$ cat src/rtl/uart_cmd_parser.sv
// UART command-packet engine: frames 5-byte command packets from the RX FIFO, drives register strobes, returns a 4-byte response.
// Optional inter-byte / read-wait timeout is enabled with `define UART_CMD_PARSER_TIMEOUT_EN.
module uart_cmd_parser #(
    parameter int unsigned       BITLEN         = 8,
    parameter logic [BITLEN-1:0] HEADER         = 8'hA5,
    parameter logic [BITLEN-1:0] CMD_WR         = 8'h01,
    parameter logic [BITLEN-1:0] CMD_RD         = 8'h02,
    parameter int unsigned       TIMEOUT_CYCLES = 100000
) (
    input  logic              clk,
    input  logic              rstb,
    input  logic [BITLEN-1:0] rx_data,
    input  logic              rx_empty,
    output logic              rx_read,
    output logic [BITLEN-1:0] tx_data,
    output logic              tx_write,
    input  logic              tx_full,
    output logic [BITLEN-1:0] reg_addr,
    output logic [BITLEN-1:0] reg_wdata,
    output logic              reg_wr,
    output logic              reg_rd,
    input  logic [BITLEN-1:0] reg_rdata,
    input  logic              reg_rvalid,
    output logic              busy,
    output logic [7:0]        err_count
);

    typedef enum logic [3:0] {
        S_IDLE, S_CMD, S_ADDR, S_DATA, S_CHK, S_EXEC, S_RDWAIT,
        S_RESP0, S_RESP1, S_RESP2, S_RESP3
    } state_t;

    localparam logic [BITLEN-1:0] ST_OK     = BITLEN'(0);
    localparam logic [BITLEN-1:0] ST_CHKERR = BITLEN'(1);
    localparam logic [BITLEN-1:0] ST_BADCMD = BITLEN'(2);

    state_t            state_q, state_d;
    logic [BITLEN-1:0] cmd_q, cmd_d, addr_q, addr_d, data_q, data_d;
    logic [BITLEN-1:0] status_q, status_d, rdata_q, rdata_d;
    logic [BITLEN-1:0] reg_addr_q, reg_wdata_q;
    logic [7:0]        err_q;
    logic              load_reg, err_inc, pop, rx_state, tmo_hit;

    // Pops are gated by rstb so the FIFO is never drained while reset is held.
    assign rx_state = (state_q == S_IDLE) || (state_q == S_CMD) || (state_q == S_ADDR) ||
                      (state_q == S_DATA) || (state_q == S_CHK);
    assign pop      = rx_state && !rx_empty && rstb;

`ifdef UART_CMD_PARSER_TIMEOUT_EN
    logic [31:0] tmo_q;
    logic        wait_st;

    assign wait_st = (rx_state && state_q != S_IDLE) || (state_q == S_RDWAIT);
    assign tmo_hit = wait_st && !pop && !(state_q == S_RDWAIT && reg_rvalid) &&
                     (tmo_q == 32'(TIMEOUT_CYCLES - 1));

    // Counts idle cycles; cleared by any pop or state change.
    always_ff @(posedge clk or negedge rstb) begin
        if (!rstb)
            tmo_q <= '0;
        else if (pop || (state_d != state_q) || !wait_st)
            tmo_q <= '0;
        else
            tmo_q <= tmo_q + 32'd1;
    end
`else
    logic unused_tmo_cfg;
    assign unused_tmo_cfg = (TIMEOUT_CYCLES == 0);
    assign tmo_hit        = 1'b0;
`endif

    always_comb begin
        state_d  = state_q;
        cmd_d    = cmd_q;
        addr_d   = addr_q;
        data_d   = data_q;
        status_d = status_q;
        rdata_d  = rdata_q;
        load_reg = 1'b0;
        err_inc  = 1'b0;
        reg_wr   = 1'b0;
        reg_rd   = 1'b0;
        tx_write = 1'b0;
        tx_data  = '0;
        case (state_q)
            S_IDLE: if (pop && rx_data == HEADER) state_d = S_CMD;
            S_CMD:  if (pop) begin cmd_d  = rx_data; state_d = S_ADDR; end
            S_ADDR: if (pop) begin addr_d = rx_data; state_d = S_DATA; end
            S_DATA: if (pop) begin data_d = rx_data; state_d = S_CHK;  end
            S_CHK: begin
                if (pop) begin
                    if (rx_data != (cmd_q ^ addr_q ^ data_q)) begin
                        status_d = ST_CHKERR;
                        rdata_d  = '0;
                        err_inc  = 1'b1;
                        state_d  = S_RESP0;
                    end else begin
                        load_reg = 1'b1;
                        state_d  = S_EXEC;
                    end
                end
            end
            S_EXEC: begin
                if (cmd_q == CMD_WR) begin
                    reg_wr   = 1'b1;
                    status_d = ST_OK;
                    rdata_d  = '0;
                    state_d  = S_RESP0;
                end else if (cmd_q == CMD_RD) begin
                    reg_rd  = 1'b1;
                    state_d = S_RDWAIT;
                end else begin
                    status_d = ST_BADCMD;
                    rdata_d  = '0;
                    err_inc  = 1'b1;
                    state_d  = S_RESP0;
                end
            end
            S_RDWAIT: begin
                if (reg_rvalid) begin
                    rdata_d  = reg_rdata;
                    status_d = ST_OK;
                    state_d  = S_RESP0;
                end
            end
            S_RESP0: if (!tx_full) begin tx_write = 1'b1; tx_data = HEADER;             state_d = S_RESP1; end
            S_RESP1: if (!tx_full) begin tx_write = 1'b1; tx_data = status_q;           state_d = S_RESP2; end
            S_RESP2: if (!tx_full) begin tx_write = 1'b1; tx_data = rdata_q;            state_d = S_RESP3; end
            S_RESP3: if (!tx_full) begin tx_write = 1'b1; tx_data = status_q ^ rdata_q; state_d = S_IDLE;  end
            default: state_d = S_IDLE;
        endcase
        // A stalled body abandons the packet silently; a stalled read answers with status 03.
        if (tmo_hit) begin
            err_inc = 1'b1;
            if (state_q == S_RDWAIT) begin
                status_d = BITLEN'(3);
                rdata_d  = '0;
                state_d  = S_RESP0;
            end else begin
                state_d = S_IDLE;
            end
        end
    end

    always_ff @(posedge clk or negedge rstb) begin
        if (!rstb) begin
            state_q     <= S_IDLE;
            cmd_q       <= '0;
            addr_q      <= '0;
            data_q      <= '0;
            status_q    <= '0;
            rdata_q     <= '0;
            reg_addr_q  <= '0;
            reg_wdata_q <= '0;
            err_q       <= '0;
        end else begin
            state_q  <= state_d;
            cmd_q    <= cmd_d;
            addr_q   <= addr_d;
            data_q   <= data_d;
            status_q <= status_d;
            rdata_q  <= rdata_d;
            if (load_reg) begin
                reg_addr_q  <= addr_q;
                reg_wdata_q <= data_q;
            end
            if (err_inc && err_q != 8'hFF)
                err_q <= err_q + 8'd1;
        end
    end

    assign rx_read   = pop;
    assign reg_addr  = reg_addr_q;
    assign reg_wdata = reg_wdata_q;
    assign busy      = (state_q != S_IDLE);
    assign err_count = err_q;

endmodule

$ cat config.mk
export PLATFORM = sky130hd
export DESIGN_NAME = uart_cmd_parser
export DESIGN_NICKNAME = d
export VERILOG_FILES = /design/src/rtl/uart_cmd_parser.sv
export SDC_FILE = /design/constraint.sdc
export NUM_CORES = 1
export LEC_CHECK = 0
export ABC_AREA = 1
export CAP_MARGIN = 20
export CELL_PAD_IN_SITES_DETAIL_PLACEMENT = 2
export CELL_PAD_IN_SITES_GLOBAL_PLACEMENT = 2
export CORE_UTILIZATION = 31
export CTS_CLUSTER_SIZE = 8
export DETAILED_ROUTE_END_ITERATION = 10
export PLACE_DENSITY_LB_ADDON = 0.1
export SYNTH_ARGS = -nofsm -noshare
export SYNTH_HDL_FRONTEND = slang
export SYNTH_SLANG_ARGS = --single-unit
$ cat constraint.sdc
create_clock -name clk -period 1.9 [get_ports clk]
set_input_delay 0.475 -clock clk [delete_from_list [all_inputs] [get_ports clk]]
set_output_delay 0.475 -clock clk [all_outputs]
set_load 0.05 [all_outputs]
After elaboration in Yosys (flattened, before gate mapping)
Index checks and enable logic that the tools add are counted.
W data, S select, Z words.
Word-level totals
  bits in registers: 68
Cells by class
  bitwise logic cells: 3
  $add $sub $neg: 1
  reductions and logical operators: 18
  multiplexer cells: 46
  eq/ne operators: 27
Operator list (count)
  $mux W8: 14
  $pmux W8 S3: 2
  $pmux W4 S11: 1
  $mux W4: 10
  $pmux W8 S4: 1
  $xor A8 B8 Y8: 3
  $ne A2 B2 Y1 const B: 9
  $eq A4 B3 Y1 const B: 4
  $mux W1: 16
  $eq A4 B4 Y1 const B: 3
  $reduce_and A10 Y1: 1
  $add A8 B1 Y8 const B: 1
  $eq A4 B2 Y1 const B: 2
  $eq A8 B1 Y1 const B: 1
  $eq A8 B2 Y1 const B: 1
  $eq A8 B8 Y1 const B: 1
  $ne A8 B8 Y1: 1
  $ne A8 B8 Y1 const B: 1
  $reduce_and A2 Y1: 3
  $reduce_and A5 Y1: 1
  $eq A4 B1 Y1 const B: 1
  $logic_and A1 B1 Y1: 4
  $logic_not A4 Y1: 1
  $logic_or A1 B1 Y1: 4
  other kinds (8): 9

Depth between registers and ports, before layout
Gate-level depths: netlist of run 1.
  depth in word-level cells: 10
  depth in mapped cells: 15
  depth with buffers taken out: 14

Worst setup path after synthesis of run 1
OpenSTA, ideal clock, no wires.
  path kind: flip-flop to output port
  start: register state_q[0]
  end: output port tx_data[2]
  arrival: 1.964 ns
  buffers on the path: 1
  setup slack: -0.539 ns
  stages on the path, launching flop included: 7
  data required time: 1.425 ns
  cells stage by stage: dfrtp_1 > buf_4 > nand2_1 > inv_1 > nor2_1 > nand2_1 > o21ai_0
Between the ends
  longest elaborated chain between the ends: 2
  elaborated cells between the ends (all ways): 5
  those cells by class: eq/ne (4); mux (1)
Ends and longest elaborated chain
  start, declared: RTL line 37  | state_t state_q, state_d;
  start signal, assigned: RTL line 157  | state_q <= state_d;
  $eq A4 B4 Y1 or $eq A4 B3 Y1 (tied branches): RTL line 85  | case (state_q)
  $pmux W8 S4 *: RTL line 85
  end, declared: RTL line 15  | output logic [BITLEN-1:0] tx_data,
Every way passes the cells marked *; elsewhere a longest branch is shown, timed or not.

Worst setup path after layout of run 1
  start: register state_q[1]
  end: output port tx_data[3]
The elaborated chain is that of the path after synthesis.

==> flow_metrics.py, run 1 <==
metrics = {
    "yosys": {
        "synth_most_common_cell": "nand2_1",
        "synth_edf_count": 0,
        "synth_compound_area_frac": 0.1161,
        "synth_top_area_frac": 0.4444,
        "synthSimpleGateAreaFrac": 0.3090,
        "ys_seq_area_frac": 0.4444,
        "synth_common_cells": "nand2_1 (148), dfrtp_1 (62), inv_1 (52)",
        "synth_top_area_cell": "dfrtp_1",
        "synthesis.area_um2": 3491,
        "yosysWarnings": 0,
        "synth_nets": 463,
        "synthAdderAreaFrac": 0.003584,
        "avgSynthCellArea_um2": 7.916,
        "synthXorXnorAreaFrac": 0.04516,
        "synth_top_family_by_area": "simple AND/OR/NAND/NOR gates",
        "synth.area.top_cells": "dfrtp_1 (44%), nand2_1 (16%), inv_1 (5.6%)",
        "ys_seq_elements": 62,
        "synth-main-ff-cell": "dfrtp_1",
        "synth_mux_area_frac": 0,
        "synth_cell_types": 35,
        "ys_async_sr_fraction": 1.000,
        "syn_inst": 441,
    },
    "critical_path": {
        "r2r_start": "state_q[1]",
        "critPathCaptureType": "output pin",
        "start_kind": "flip-flop",
        "timing.rr.end": "reg_addr[0]",
        "cp_cell_sequence": "nand2_2 > inv_1 > nor2_4 > nand2_2 > inv_2 > buf_6 > nand2_2 > nor2_4 > buf_12",
        "r2r.worst_path.cells": 13,
        "critPathMaxStageDelay_ns": 0.48,
        "cp_data_arrival_time_ns": 1.85,
        "crit_type": "reg2out",
        "path_max_fanout": 5,
        "crit_top_cell": "nand2_2",
        "worst_path_dominant_cell_family": "simple AND/OR/NAND/NOR gates",
        "path_buf_inv": 4,
        "r2r_setup_slack_ns": -0.21,
        "cp_slowest_cell": "dfrtp_2",
        "worst_ep_required_time_ns": 1.42,
    },
    "floorplan": {
        "die_h_um": 108.1,
        "initial_core_util": 0.3206,
        "rows": 38,
        "ios": 58,
        "die_w_um": 108.1,
        "core_um2": 10890,
        "dieArea_um2": 11690,
    },
    "grt": {
        "grt_pass1_vias": 3979,
        "grt_pass1_wl_mm": 21.42,
        "gr-usage-all-layers": 0.2480,
        "grt-ovfl-total": 0,
        "grt_max_degree": 63,
        "grt_antenna_before_repair": 0,
    },
    "final_layout": {
        "drive_gt1_frac": 0.4718,
        "area_growth_pct": 65.84,
        "nets": 602,
        "final_cells": 725,
        "fillers": 1145,
        "n_antenna_cell": 0,
    },
    "timing": {
        "fin_skew_ns": 0.02095,
        "setup_ws_ns": -0.4266,
        "min_period_ns": 2.327,
        "setup_violations": 71,
        "fin_crit_sh": 1.225,
        "setup-tns-final_ns": -11.77,
        "grt_setup_unrepaired": "yes",
        "fmax_mhz": 429.8,
        "hold_viol": 0,
        "worstMarginPinSlew_ns": 0.8582,
        "maxSlewViolCount": 0,
        "slew_headroom": 0.4279,
    },
    "route": {
        "remaining_drc_errors": 0,
        "drtIter0Drc": 124,
        "drt_wl_total_mm": 17.67,
        "vias": 3718,
        "firstDrtPassIters": 4,
        "routed_via_density": 5.128,
        "ant_nets": 0,
        "wire_per_inst_um": 24.37,
    },
    "place": {
        "hpwlAfterDp_mm": 8.000,
        "port_buffers": 57,
        "gp_congestion": 0.7940,
        "dp_cells": 675,
    },
    "outcome": {
        "status": "finished with violations",
        "violations": "negative setup slack",
    },
    "clock_tree": {
        "clock_latency_ns": 0.39,
        "cts_buffer_depth": 2,
        "root_buffer": "clkbuf_8",
        "cts_sinks": 62,
        "postCtsHoldBufs": 0,
        "cts_tree": "done",
        "h-tree-depth": 3,
        "cts_buffers": 9,
        "clk_pin_slew_ns": 0.09,
    },
    "flow_run": {
        "cap_viol_max_count": 0,
    },
    "hold_path": {
        "hold_path_class": "in2async",
    },
    "power": {
        "ir_drop_v": 0.0006411,
        "powerDensity_nw_per_um2": 1434,
        "leakagePower_nw": 2.792,
    },
}
==> layout by cell type (no fill, tap or decap), types with 4 or more instances in the layout <==
cell type,netlist,final
o21ai_2,19,27
dfrtp_1,62,56
nand2_8,0,8
nand2_2,4,20
nor2_2,5,5
nand2_4,3,19
o21ai_0,33,25
nand2_1,148,111
buf_4,1,80
o21ai_1,10,6
buf_6,2,13
nor2_4,2,18
dfrtp_2,0,6
xor2_1,10,9
xnor2_1,8,7
o21ai_4,0,4
clkdlybuf4s50_1,0,11
dlygate4sd2_1,0,7
inv_2,4,12
nand3_1,23,20
inv_1,52,39
buf_12,1,18
clkbuf_8,0,11
nor2_1,26,10
==> sequential cells by signal, indices dropped and copies added (netlist names) <==
name       flops
state_q        4
data_q         8
rdata_q        8
addr_q         8
status_q       2
reg_wdata      8
cmd_q          8
err_count      8
reg_addr       8
==> through the flow <==
step	worst slack [ns]	hold slack, ns	total power [mW]	util	cell area (µm²)
5_1_grt	-0.4886	0.3852	8.687	0.5317	5789
3_3_place_gp	-0.5444	0.4684	5.020	0.4277	4657
6_report	-0.4266	0.3181	8.301	0.5317	5789
2_1_floorplan	-0.1726	0.1794	4.038	-	3550
4_1_cts	-0.3551	0.3742	7.109	0.4915	5351
3_5_place_dp	-0.6197	0.4757	5.196	0.4277	4657
==> worst max-delay path by stage <==
stage                     startpoint         end  slack (ns)  depth (start not counted)
after detailed placement  rx_data[4]  state_q[2]       -0.62                          9
after global routing      state_q[1]  tx_data[3]       -0.49                          9
final                     state_q[1]  tx_data[3]       -0.43                          9
after floorplan           state_q[0]  tx_data[2]       -0.17                          6
after global placement    rx_data[4]  state_q[0]       -0.54                          9
after CTS                 state_q[3]  tx_data[0]       -0.36                          7
==> area by class of cell <==
type / instances / area (µm²) / area share
multi-input cells: 317 / 2262 / 0.3908
flip-flops and latches: 62 / 1559 / 0.2693
repair buffers: 133 / 1356 / 0.2343
inverters: 57 / 236.5 / 0.04085
well taps: 140 / 175.2 / 0.03026
clock buffers: 12 / 155.1 / 0.02680
clock inverters: 4 / 45.04 / 0.007780
==> power breakdown <==
part | switching, mW | leakage, nW | internal (mW) | total (mW)
logic | 2.95 | 1.87 | 1.81 | 4.76
registers | 0.542 | 0.815 | 1.70 | 2.24
clock network | 0.629 | 0.106 | 0.672 | 1.30
==> kinds of logic after synthesis <==
| kind of cell | count (synthesis) |
|---|---|
| buffers and inverters | 65 |
| and+or+nand+nor | 229 |
| DFF | 62 |
| xor gates and xnor gates | 18 |
| AOI/OAI and AO/OA | 66 |
| adders and majority gates | 1 |
==> worst register-to-register path, stage by stage (launching register included) <==
cell,delay (ns)
dfrtp_2,0.48
buf_6,0.15
nor2_4,0.13
buf_6,0.15
inv_6,0.05
nor2_8,0.09
nor2_4,0.06
nor2_8,0.12
buf_6,0.11
buf_6,0.11
nand3_4,0.09
bufbuf_16,0.29
nand2_1,0.09
o21ai_2,0.06
==> timing repair <==
action,4_1_cts,5_1_grt
gates cloned,3,2
pin swaps,26,21
setup endpoints to repair,51,51
resized for setup,82,85
setup buffers,19,12
==> per-layer routing <==
layer,share of wire,wire [µm],up-vias,global-route usage
li1,-,-,1670,-
met1,0.41,7220,1921,0.3014
met2,0.53,9340,81,0.4336
met3,0.026,464,46,0.03797
met4,0.037,645,0,0.1057
met5,0,0,-,0
Note: power is estimated with default switching activity, not from simulation.
==> inputs of run 2 (changes only) <==
SLEW_MARGIN = 20   (was unset)
==> results of run 2 <==
Final layout, timing and power as in run 1 (identical DEF).
